===== config.mk =====
export PLATFORM = sky130hd
export DESIGN_NAME = sys_arr_weight_loader
export DESIGN_NICKNAME = d
export VERILOG_FILES = /design/src/rtl/sys_arr_pkg.sv /design/src/rtl/sys_arr_wbuf.sv /design/src/rtl/sys_arr_weight_loader.sv
export SDC_FILE = /design/constraint.sdc
export NUM_CORES = 1
export LEC_CHECK = 0
export ABC_AREA = 1
export CAP_MARGIN = 10
export CORE_MARGIN = 1
export CORE_UTILIZATION = 35
export CTS_BUF_LIST = sky130_fd_sc_hd__clkbuf_2 sky130_fd_sc_hd__clkbuf_4 sky130_fd_sc_hd__clkbuf_8
export CTS_CLUSTER_DIAMETER = 150
export DETAILED_ROUTE_END_ITERATION = 8
export SLEW_MARGIN = 25
export SYNTH_ARGS = -nofsm -noshare
export SYNTH_HDL_FRONTEND = slang
export SYNTH_SLANG_ARGS = --single-unit

===== constraint.sdc =====
create_clock -name clock -period 1.63 [get_ports clock]
set_input_delay 0.2445 -clock clock [delete_from_list [all_inputs] [get_ports clock]]
set_output_delay 0.2445 -clock clock [all_outputs]
set_load 0.01 [all_outputs]

===== src/rtl/sys_arr_pkg.sv =====
// Shared definitions for the systolic array blocks.
// - DATA_W : width of one weight / activation field
// - SUM_W  : width of a PE partial sum
// - ld_state_e : state encoding of the top-row weight loader
// - idx_width(): index counter width for an n-entry structure, at least 1 bit
package sys_arr_pkg;

    localparam int DATA_W = 8;
    localparam int SUM_W  = 16;

    typedef enum logic [1:0] {
        ST_IDLE  = 2'd0,
        ST_FILL  = 2'd1,
        ST_SHIFT = 2'd2,
        ST_DONE  = 2'd3
    } ld_state_e;

    // Counter width for n entries; a single-entry structure still needs one bit.
    function automatic int idx_width(input int n);
        if (n > 1) begin
            return $clog2(n);
        end else begin
            return 1;
        end
    endfunction

endpackage


===== src/rtl/sys_arr_wbuf.sv =====
// Weight row buffer: DEPTH x WIDTH register file.
// Ports:
//   clk_i            : clock, write on rising edge
//   we_i/waddr_i/wdata_i : synchronous write port
//   raddr_i/rdata_o  : asynchronous read port (addresses >= DEPTH read as 0)
// Contents are never reset; the loader always rewrites every entry it reads.
module sys_arr_wbuf
    import sys_arr_pkg::*;
#(
    parameter int DEPTH = 2,
    parameter int WIDTH = 16,
    parameter int AW    = 1
) (
    input  logic             clk_i,
    input  logic             we_i,
    input  logic [AW-1:0]    waddr_i,
    input  logic [WIDTH-1:0] wdata_i,
    input  logic [AW-1:0]    raddr_i,
    output logic [WIDTH-1:0] rdata_o
);

    logic [WIDTH-1:0] mem_q [DEPTH];

    // Storage write; out-of-range addresses are dropped.
    always_ff @(posedge clk_i) begin
        if (we_i && (int'(waddr_i) < DEPTH)) begin
            mem_q[waddr_i] <= wdata_i;
        end
    end

    // Asynchronous read with a defined value for unused address codes.
    always_comb begin
        rdata_o = {WIDTH{1'b0}};
        if (int'(raddr_i) < DEPTH) begin
            rdata_o = mem_q[raddr_i];
        end else begin
            rdata_o = {WIDTH{1'b0}};
        end
    end

endmodule


===== src/rtl/sys_arr_weight_loader.sv =====
// Top-row weight loader for the systolic array.
// Collects num_rows weight rows from the host side (row 0 first), then
// shifts them into the array bottom row first, one row per cycle, with all
// weight-write bits set, so each row ends up resident in its own PE row.
// Ports:
//   clock, reset_n : clock and asynchronous active-low reset
//   start          : begins a load when idle
//   wdata/wvalid   : weight row input (column 0 in LSBs), wready accepts it
//   win/wwrite     : registered weight row and write enables to the top array row
//   busy           : load in progress, array must not be activated
//   done           : one-cycle pulse after the last row has been shifted in
module sys_arr_weight_loader
    import sys_arr_pkg::*;
#(
    parameter int  row_width    = 2,
    parameter int  num_rows     = 2,
    localparam int weight_width = DATA_W * row_width
) (
    input  logic                    clock,
    input  logic                    reset_n,
    input  logic                    start,
    input  logic [weight_width-1:0] wdata,
    input  logic                    wvalid,
    output logic                    wready,
    output logic [weight_width-1:0] win,
    output logic [row_width-1:0]    wwrite,
    output logic                    busy,
    output logic                    done
);

    localparam int             CNT_W    = idx_width(num_rows);
    localparam logic [CNT_W-1:0] LAST_IDX = CNT_W'(num_rows - 1);
    localparam logic [CNT_W-1:0] CNT_ZERO = {CNT_W{1'b0}};
    localparam logic [CNT_W-1:0] CNT_ONE  = CNT_W'(1);

    ld_state_e               state_q,  state_d;
    logic [CNT_W-1:0]        cnt_q,    cnt_d;
    logic [weight_width-1:0] win_q,    win_d;
    logic [row_width-1:0]    wwrite_q, wwrite_d;
    logic                    busy_q,   busy_d;
    logic                    done_q,   done_d;

    logic                    hs_s;
    logic                    buf_we_s;
    logic [CNT_W-1:0]        buf_raddr_s;
    logic [weight_width-1:0] buf_rdata_s;

    // Row storage; written in FILL at the running index.
    sys_arr_wbuf #(
        .DEPTH (num_rows),
        .WIDTH (weight_width),
        .AW    (CNT_W)
    ) u_wbuf (
        .clk_i   (clock),
        .we_i    (buf_we_s),
        .waddr_i (cnt_q),
        .wdata_i (wdata),
        .raddr_i (buf_raddr_s),
        .rdata_o (buf_rdata_s)
    );

    assign wready = (state_q == ST_FILL);
    assign hs_s   = wvalid && (state_q == ST_FILL);

    // In SHIFT cnt_q names the row currently on win, so the buffer is read one
    // row ahead. The top row goes straight from wdata to win on the final
    // handshake, which removes a bubble before the first beat.
    assign buf_raddr_s = cnt_q - CNT_ONE;

    // Next-state and output-register logic.
    always_comb begin
        state_d  = state_q;
        cnt_d    = cnt_q;
        win_d    = win_q;
        wwrite_d = wwrite_q;
        busy_d   = busy_q;
        done_d   = 1'b0;
        buf_we_s = 1'b0;
        case (state_q)
            ST_IDLE: begin
                win_d    = {weight_width{1'b0}};
                wwrite_d = {row_width{1'b0}};
                if (start) begin
                    state_d = ST_FILL;
                    cnt_d   = CNT_ZERO;
                    busy_d  = 1'b1;
                end else begin
                    state_d = ST_IDLE;
                    busy_d  = 1'b0;
                end
            end
            ST_FILL: begin
                busy_d = 1'b1;
                if (hs_s) begin
                    buf_we_s = 1'b1;
                    if (cnt_q == LAST_IDX) begin
                        state_d  = ST_SHIFT;
                        cnt_d    = LAST_IDX;
                        win_d    = wdata;
                        wwrite_d = {row_width{1'b1}};
                    end else begin
                        cnt_d = cnt_q + CNT_ONE;
                    end
                end else begin
                    state_d = ST_FILL;
                end
            end
            ST_SHIFT: begin
                if (cnt_q == CNT_ZERO) begin
                    state_d  = ST_DONE;
                    win_d    = {weight_width{1'b0}};
                    wwrite_d = {row_width{1'b0}};
                    done_d   = 1'b1;
                end else begin
                    win_d    = buf_rdata_s;
                    wwrite_d = {row_width{1'b1}};
                    cnt_d    = cnt_q - CNT_ONE;
                end
            end
            ST_DONE: begin
                // busy is still high while done is visible; drop it now.
                state_d  = ST_IDLE;
                cnt_d    = CNT_ZERO;
                win_d    = {weight_width{1'b0}};
                wwrite_d = {row_width{1'b0}};
                busy_d   = 1'b0;
            end
            default: begin
                state_d  = ST_IDLE;
                cnt_d    = CNT_ZERO;
                win_d    = {weight_width{1'b0}};
                wwrite_d = {row_width{1'b0}};
                busy_d   = 1'b0;
            end
        endcase
    end

    // State, counter and output registers.
    always_ff @(posedge clock or negedge reset_n) begin
        if (!reset_n) begin
            state_q  <= ST_IDLE;
            cnt_q    <= CNT_ZERO;
            win_q    <= {weight_width{1'b0}};
            wwrite_q <= {row_width{1'b0}};
            busy_q   <= 1'b0;
            done_q   <= 1'b0;
        end else begin
            state_q  <= state_d;
            cnt_q    <= cnt_d;
            win_q    <= win_d;
            wwrite_q <= wwrite_d;
            busy_q   <= busy_d;
            done_q   <= done_d;
        end
    end

    assign win    = win_q;
    assign wwrite = wwrite_q;
    assign busy   = busy_q;
    assign done   = done_q;

endmodule


==> metrics.yaml, run 1 <==
syn_inst: 206
status: "completed"
grt_overflow_total: 0
die-area_mm2: 0.00535
hold_buffers: 0
antenna_found_initial: 0
worstReg2RegEnd: "u_wbuf.mem_q[0][2]$_DFFE_PP_"
cts_tree: "done"
syn_area_mm2: 0.00177
grt_pass1_vias: 1367
finalSetupViolCount: 0
avgSynthCellArea_um2: 8.60
setup_ws_ps: 141
cts_htree_levels: 2
yosys-top-cells-area: "dfrtp_1 (31%), edfxtp_1 (27%), nand2_1 (23%)"
io_pins: 41
drive_above_1_share_pct: 6.83
rows: 25
ctsResizeCount: 1
critical_path_buf_inv_count: 3
reg2reg_depth: 6
fin_nets: 269
cp.required_ps: 1390
hold_viol: 0
initial_core_util_pct: 37.0
yosys.area.top_type: "dfrtp_1"
drtIter0Drc: 88
num_vias: 1376
maxSlewViolCount: 0
coreArea_mm2: 0.00479
setup_tns_ps: 0
powerDensity_mw_per_mm2: 1730
area_delta_synth_final_pct: 31.1
drcViolationCount: 0
die_width_um: 73.1
ys_ff_latch: 38
n_antenna_cell: 0
ys_warn_count: 0
startpoint_type: "flip-flop"
synth_nets: 226
die_h_um: 73.1
grt_pass1_wl_um: 6450
cts_num_sinks: 38
cts_inserted_buffers: 5
postCtsSetupBuffers: 0
criticalPathCategory: "reg -> out"
rsz0062_at_grt: "no"
skew_ps: 2.92
min_path_type: "in -> async"
grt.total_usage_pct: 16.6
grt_start_max_net_pins: 23
viasPerCell: 4.35
netlist.area_leader.share_pct: 31.1
cts_root_buffer: "clkbuf_8"
reg2reg_slack_ps: 290
path_clk_slew_ps: 70
slew-limit-headroom_pct: 80.4
p_leak_nw: 1.21
io_buffers: 40
critPathSlowestCell: "dfrtp_1"
ys_types: 14
crit_arrival_ps: 1240
dp_hpwl_um: 2500
max_freq_mhz: 672
fin_crit_sh_pct: 91.3
ant_nets: 0
cp-end-kind: "primary output"
tightest_slew_ps: 294
preCtsSetupSlack_ps: 63.5
synth-seq-area-share_pct: 58.2
final_common_cell: "nand2_1"
clkLatencyLatePin_ps: 290
gp_congestion: 0.839
cp_slowest_stage_delay_ps: 420
ir_drop_v: 0.000756
maxCapViolCount: 0
path_delay_family: "buffers and inverters"
wl_per_cell_um: 11.8
layout_common_cells: "nand2_1 (107), clkdlybuf4s50_1 (39), inv_1 (23)"
dr.pass1.iters: 5
post-route-util_pct: 48.5
critPathMaxFanout: 4
whs_ps: 301
clockBufferDepth: 2
drt-total-wl_um: 3720
crit_chain: "inv_4 -> nand2_4 -> inv_1 -> dlygate4sd2_1"
final.min_clock_period_ps: 1490
## flip-flops by register name, summed over array words and instances, names as in the netlist, named ones only
name	count
done	1
wwrite	1
busy	1
state_q	1
cnt_q	1
win	16
u_wbuf.mem_q	16
## power by group
part / internal (W) / total (W) / switching, W
logic: 0.000778 / 0.00186 / 0.00108
clock network: 0.000352 / 0.000660 / 0.000309
registers: 0.00134 / 0.00150 / 0.000156
total: 0.00247 / 0.00401 / 0.00154
## worst max-delay path by stage
stage | from | end | cells past startpoint
floorplan | flip-flop | u_wbuf.mem_q[0][0]$_DFFE_PP_ | 5
global placement | wvalid | win[4]$_DFFE_PN0P_ | 7
detailed placement | wvalid | win[0]$_DFFE_PN0P_ | 7
CTS | flip-flop | wready | 4
global route | flip-flop | wready | 4
finish | flip-flop | wready | 4
## synthesized netlist by cell type
cell type and instances:
nand3_1 19, nand2_1 107, inv_4 2, a21oi_1 2, nor2_8 2, nor2_1 2
buf_6 3, o21ai_0 1, buf_2 3, inv_1 23, nand2_4 1, dfrtp_1 22
buf_4 3, edfxtp_1 16
## cells by family after synthesis
family          share of synthesized area [%]
simple gates                             31.4
flops                                    58.2
buf+inv                                  9.60
compound gates                          0.847
## stage by stage
stage	instances	power, W	instance area, µm²
final	316	0.00401	2320
after global placement	309	0.00340	2230
after floorplan	206	0.00272	1770
after CTS	316	0.00408	2320
after detailed placement	309	0.00342	2230
after global routing	316	0.00437	2320
## layer usage
| layer | track usage, % | routed length [µm] | vias up |
|---|---|---|---|
| met4 | 6.54 | 59 | 0 |
| met2 | 27.4 | 1770 | 39 |
| met1 | 20.2 | 1650 | 617 |
| met5 | 0 | 0 | - |
| met3 | 5.11 | 238 | 6 |
| li1 | - | - | 714 |
## area by class of cell
cell class	count	area, µm²
Fill cell	468	2460
Sequential cell	38	1030
Multi-Input combinational cell	134	571
Timing Repair Buffer	45	449
Inverter	25	98.8
Clock buffer	7	90.1
Tap cell	67	83.8
Note: power is estimated with default switching activity, not from simulation.
==> run 2, diff against run 1 <==
==> constraint.sdc (replaced) <==
create_clock -name clock -period 1.4 [get_ports clock]
set_input_delay 0.14 -clock clock [delete_from_list [all_inputs] [get_ports clock]]
set_output_delay 0.14 -clock clock [all_outputs]
set_load 0.01 [all_outputs]
==> metrics.yaml, run 2 (same netlist as run 1, synthesis figures left out) <==
rows: 25  # unchanged
slew-limit-headroom_pct: 79.4  # -1.0 points
num-fill-cells: 464  # -0.85%
maxCapViolCount: 0  # unchanged
drtIter0Drc: 85  # -3.4%
fin_crit_sh_pct: 97.1
drcViolationCount: 0  # unchanged
num_vias: 1412  # +2.6%
cts_num_sinks: 38  # unchanged
cp-end-kind: "primary output"
min_path_type: "in -> async"
n_antenna_cell: 0  # unchanged
maxSlewViolCount: 0  # unchanged
whs_ps: 201  # -100 ps
final.min_clock_period_ps: 1360
wl_met3_um: 245  # +2.9%
area_delta_synth_final_pct: 35.0
cp.required_ps: 1260  # -130 ps
p_switching_w: 0.00188  # +22%
top_layer: "met4"
pwr-share-clk_pct: 18.8  # +2.3 points
die_h_um: 73.1  # unchanged
max_freq_mhz: 735
io_buffers: 40  # unchanged
crit_arrival_ps: 1220  # -20 ps
skew_ps: 6.31  # +3.39 ps
drt-total-wl_um: 3900  # +4.9%
critical_path_buf_inv_count: 1  # -2
layout_common_cells: "nand2_1 (107), clkdlybuf4s50_1 (36), inv_1 (21), dfrtp_1 (21), nand3_1 (18)"
wl_per_cell_um: 12.2  # +3.3%
total_power_w: 0.00494  # +23%
status: "completed"
coreArea_mm2: 0.00479  # unchanged
cp.depth: 1  # -3
die-area_mm2: 0.00535  # unchanged
viasPerCell: 4.40  # +1.0%
cp_slowest_stage_delay_ps: 560  # +140 ps
powerDensity_mw_per_mm2: 2060  # +20%
grt.total_usage_pct: 16.9  # +0.31 points
criticalPathCategory: "reg -> out"
critPathMaxFanout: 2  # -2
fin_nets: 273  # +1.5%
clkLatencyLatePin_ps: 290  # about the same
cts_root_buffer: "clkbuf_8"
tightest_slew_ps: 309  # +15.4 ps
crit_chain: "clkdlybuf4s50_1"
antenna_found_initial: 0  # unchanged
p_int_w: 0.00305  # +24%
path_clk_slew_ps: 70  # about the same
drive_above_1_share_pct: 10.2  # +3.4 points
cts_htree_levels: 2  # unchanged
dr_wl_met2_um: 1760  # -0.68%
setup_ws_ps: 40.1  # -101 ps
finalSetupViolCount: 0  # unchanged
final_common_cell: "nand2_1"
switching_share_pct: 38.2  # -0.27 points
initial_core_util_pct: 37.0  # unchanged
grt_pass1_wl_um: 6760  # +4.7%
dr.pass1.iters: 4  # -1
rsz0062_at_grt: "no"
ant_nets: 0  # unchanged
grt_pass1_vias: 1407  # +2.9%
p_comb_share_pct: 45.6  # -0.7 points
grt_overflow_total: 0  # unchanged
dp_hpwl_um: 2590  # +3.6%
seqPwrFrac_pct: 35.6  # -1.7 points
cts_inserted_buffers: 5  # unchanged
path_delay_family: "buffers and inverters"
ir_drop_v: 0.000833  # +10%
io_pins: 41  # unchanged
gp_congestion: 0.807  # -3.7%
reg2reg_depth: 6  # unchanged
critPathSlowestCell: "clkdlybuf4s50_1"
preCtsSetupSlack_ps: -85.3  # -149 ps
m1WireLength_um: 1860  # +13%
p_leak_nw: 1.28  # +5.3%
die_width_um: 73.1  # unchanged
startpoint_type: "flip-flop"
grt_start_max_net_pins: 23  # unchanged
cts_tree: "done"
clockBufferDepth: 2  # unchanged
hold_viol: 0  # unchanged
-- run 2: cell count changes in the layout (fill, tap and decap cells not counted), sizes merged --
cell	before	now
bufinv	0	1
buf	5	9
clkinvlp	0	1
dlygate4sd2	1	0
clkbuf	7	5
clkdlybuf4s15	0	1
dlymetal6s2s	0	3
inv	25	24
clkinv	0	2
clkdlybuf4s50	39	36
-- run 2: path summary, 6_finish.rpt --
path,from,slack (ps),end
setup / recovery,win[10]$_DFFE_PN0P_,40,win[10]
hold / removal,reset_n,200,win[14]$_DFFE_PN0P_
hold reg to reg,win[1]$_DFFE_PN0P_,490,win[1]$_DFFE_PN0P_
min in group clock,wdata[10],430,u_wbuf.mem_q[0][10]$_DFFE_PP_
setup reg to reg,flip-flop,110,u_wbuf.mem_q[0][11]$_DFFE_PP_
max in group asynchronous,reset_n,940,state_q[0]$_DFFE_PN0P_
-- run 2: final cells by class --
class	count	area (µm²)	share of cell area, %
Clock buffer	5	68.8	2.88
Clock inverter	3	40.0	1.67
Sequential cell	38	1030	43.2
Tap cell	67	83.8	3.51
Multi-Input combinational cell	134	576	24.1
Timing Repair Buffer	49	488	20.4
Inverter	25	103	4.29
-- run 2: power groups by stage --
stage | clock, W | sequential, W | combinational, W
after floorplan | 0 | 0.00183 | 0.00137
after global placement | 0 | 0.00179 | 0.00226
after detailed placement | 0 | 0.00178 | 0.00230
after CTS | 0.000948 | 0.00177 | 0.00231
after global routing | 0.000994 | 0.00180 | 0.00255
final | 0.000927 | 0.00176 | 0.00225
-- run 2: what timing repair did --
action                     in CTS  in global routing
pin swaps                       0                  1
hold buffers                    0                  0
gates resized for setup         2                  4
setup endpoints to repair       1                  5
setup buffers                   1                  0
hold endpoints to repair        0                  0
-- run 2: metal layers --
| metal | track usage (%) | vias up |
|---|---|---|
| met5 | 0 | - |
| met1 | 23.8 | 637 |
| met3 | 4.14 | 5 |
| met2 | 25.0 | 46 |
| met4 | 6.54 | 0 |
| li1 | - | 724 |
-- run 2: through the flow --
step / cell area, µm² / TNS, ps / util, % / std cells
6_report: 2390 / 0 / 50.0 / 321
3_3_place_gp: 2270 / -678 / 47.3 / 312
5_1_grt: 2390 / 0 / 50.0 / 321
2_1_floorplan: 1790 / 0 / - / 206
4_1_cts: 2380 / 0 / 49.8 / 321
3_5_place_dp: 2270 / -1230 / 47.3 / 312
==> run 3, diff against run 2 <==
--- a/config.mk
+++ b/config.mk
@@ -12,6 +12,8 @@
 export CTS_BUF_LIST = sky130_fd_sc_hd__clkbuf_2 sky130_fd_sc_hd__clkbuf_4 sky130_fd_sc_hd__clkbuf_8
 export CTS_CLUSTER_DIAMETER = 150
 export DETAILED_ROUTE_END_ITERATION = 8
+export GPL_TIMING_DRIVEN = 1
+export SKIP_LAST_GASP = 1
 export SLEW_MARGIN = 25
 export SYNTH_ARGS = -nofsm -noshare
 export SYNTH_HDL_FRONTEND = slang
==> results of run 3 <==
Same layout as run 2: the final DEF is identical, and so are final timing and power.
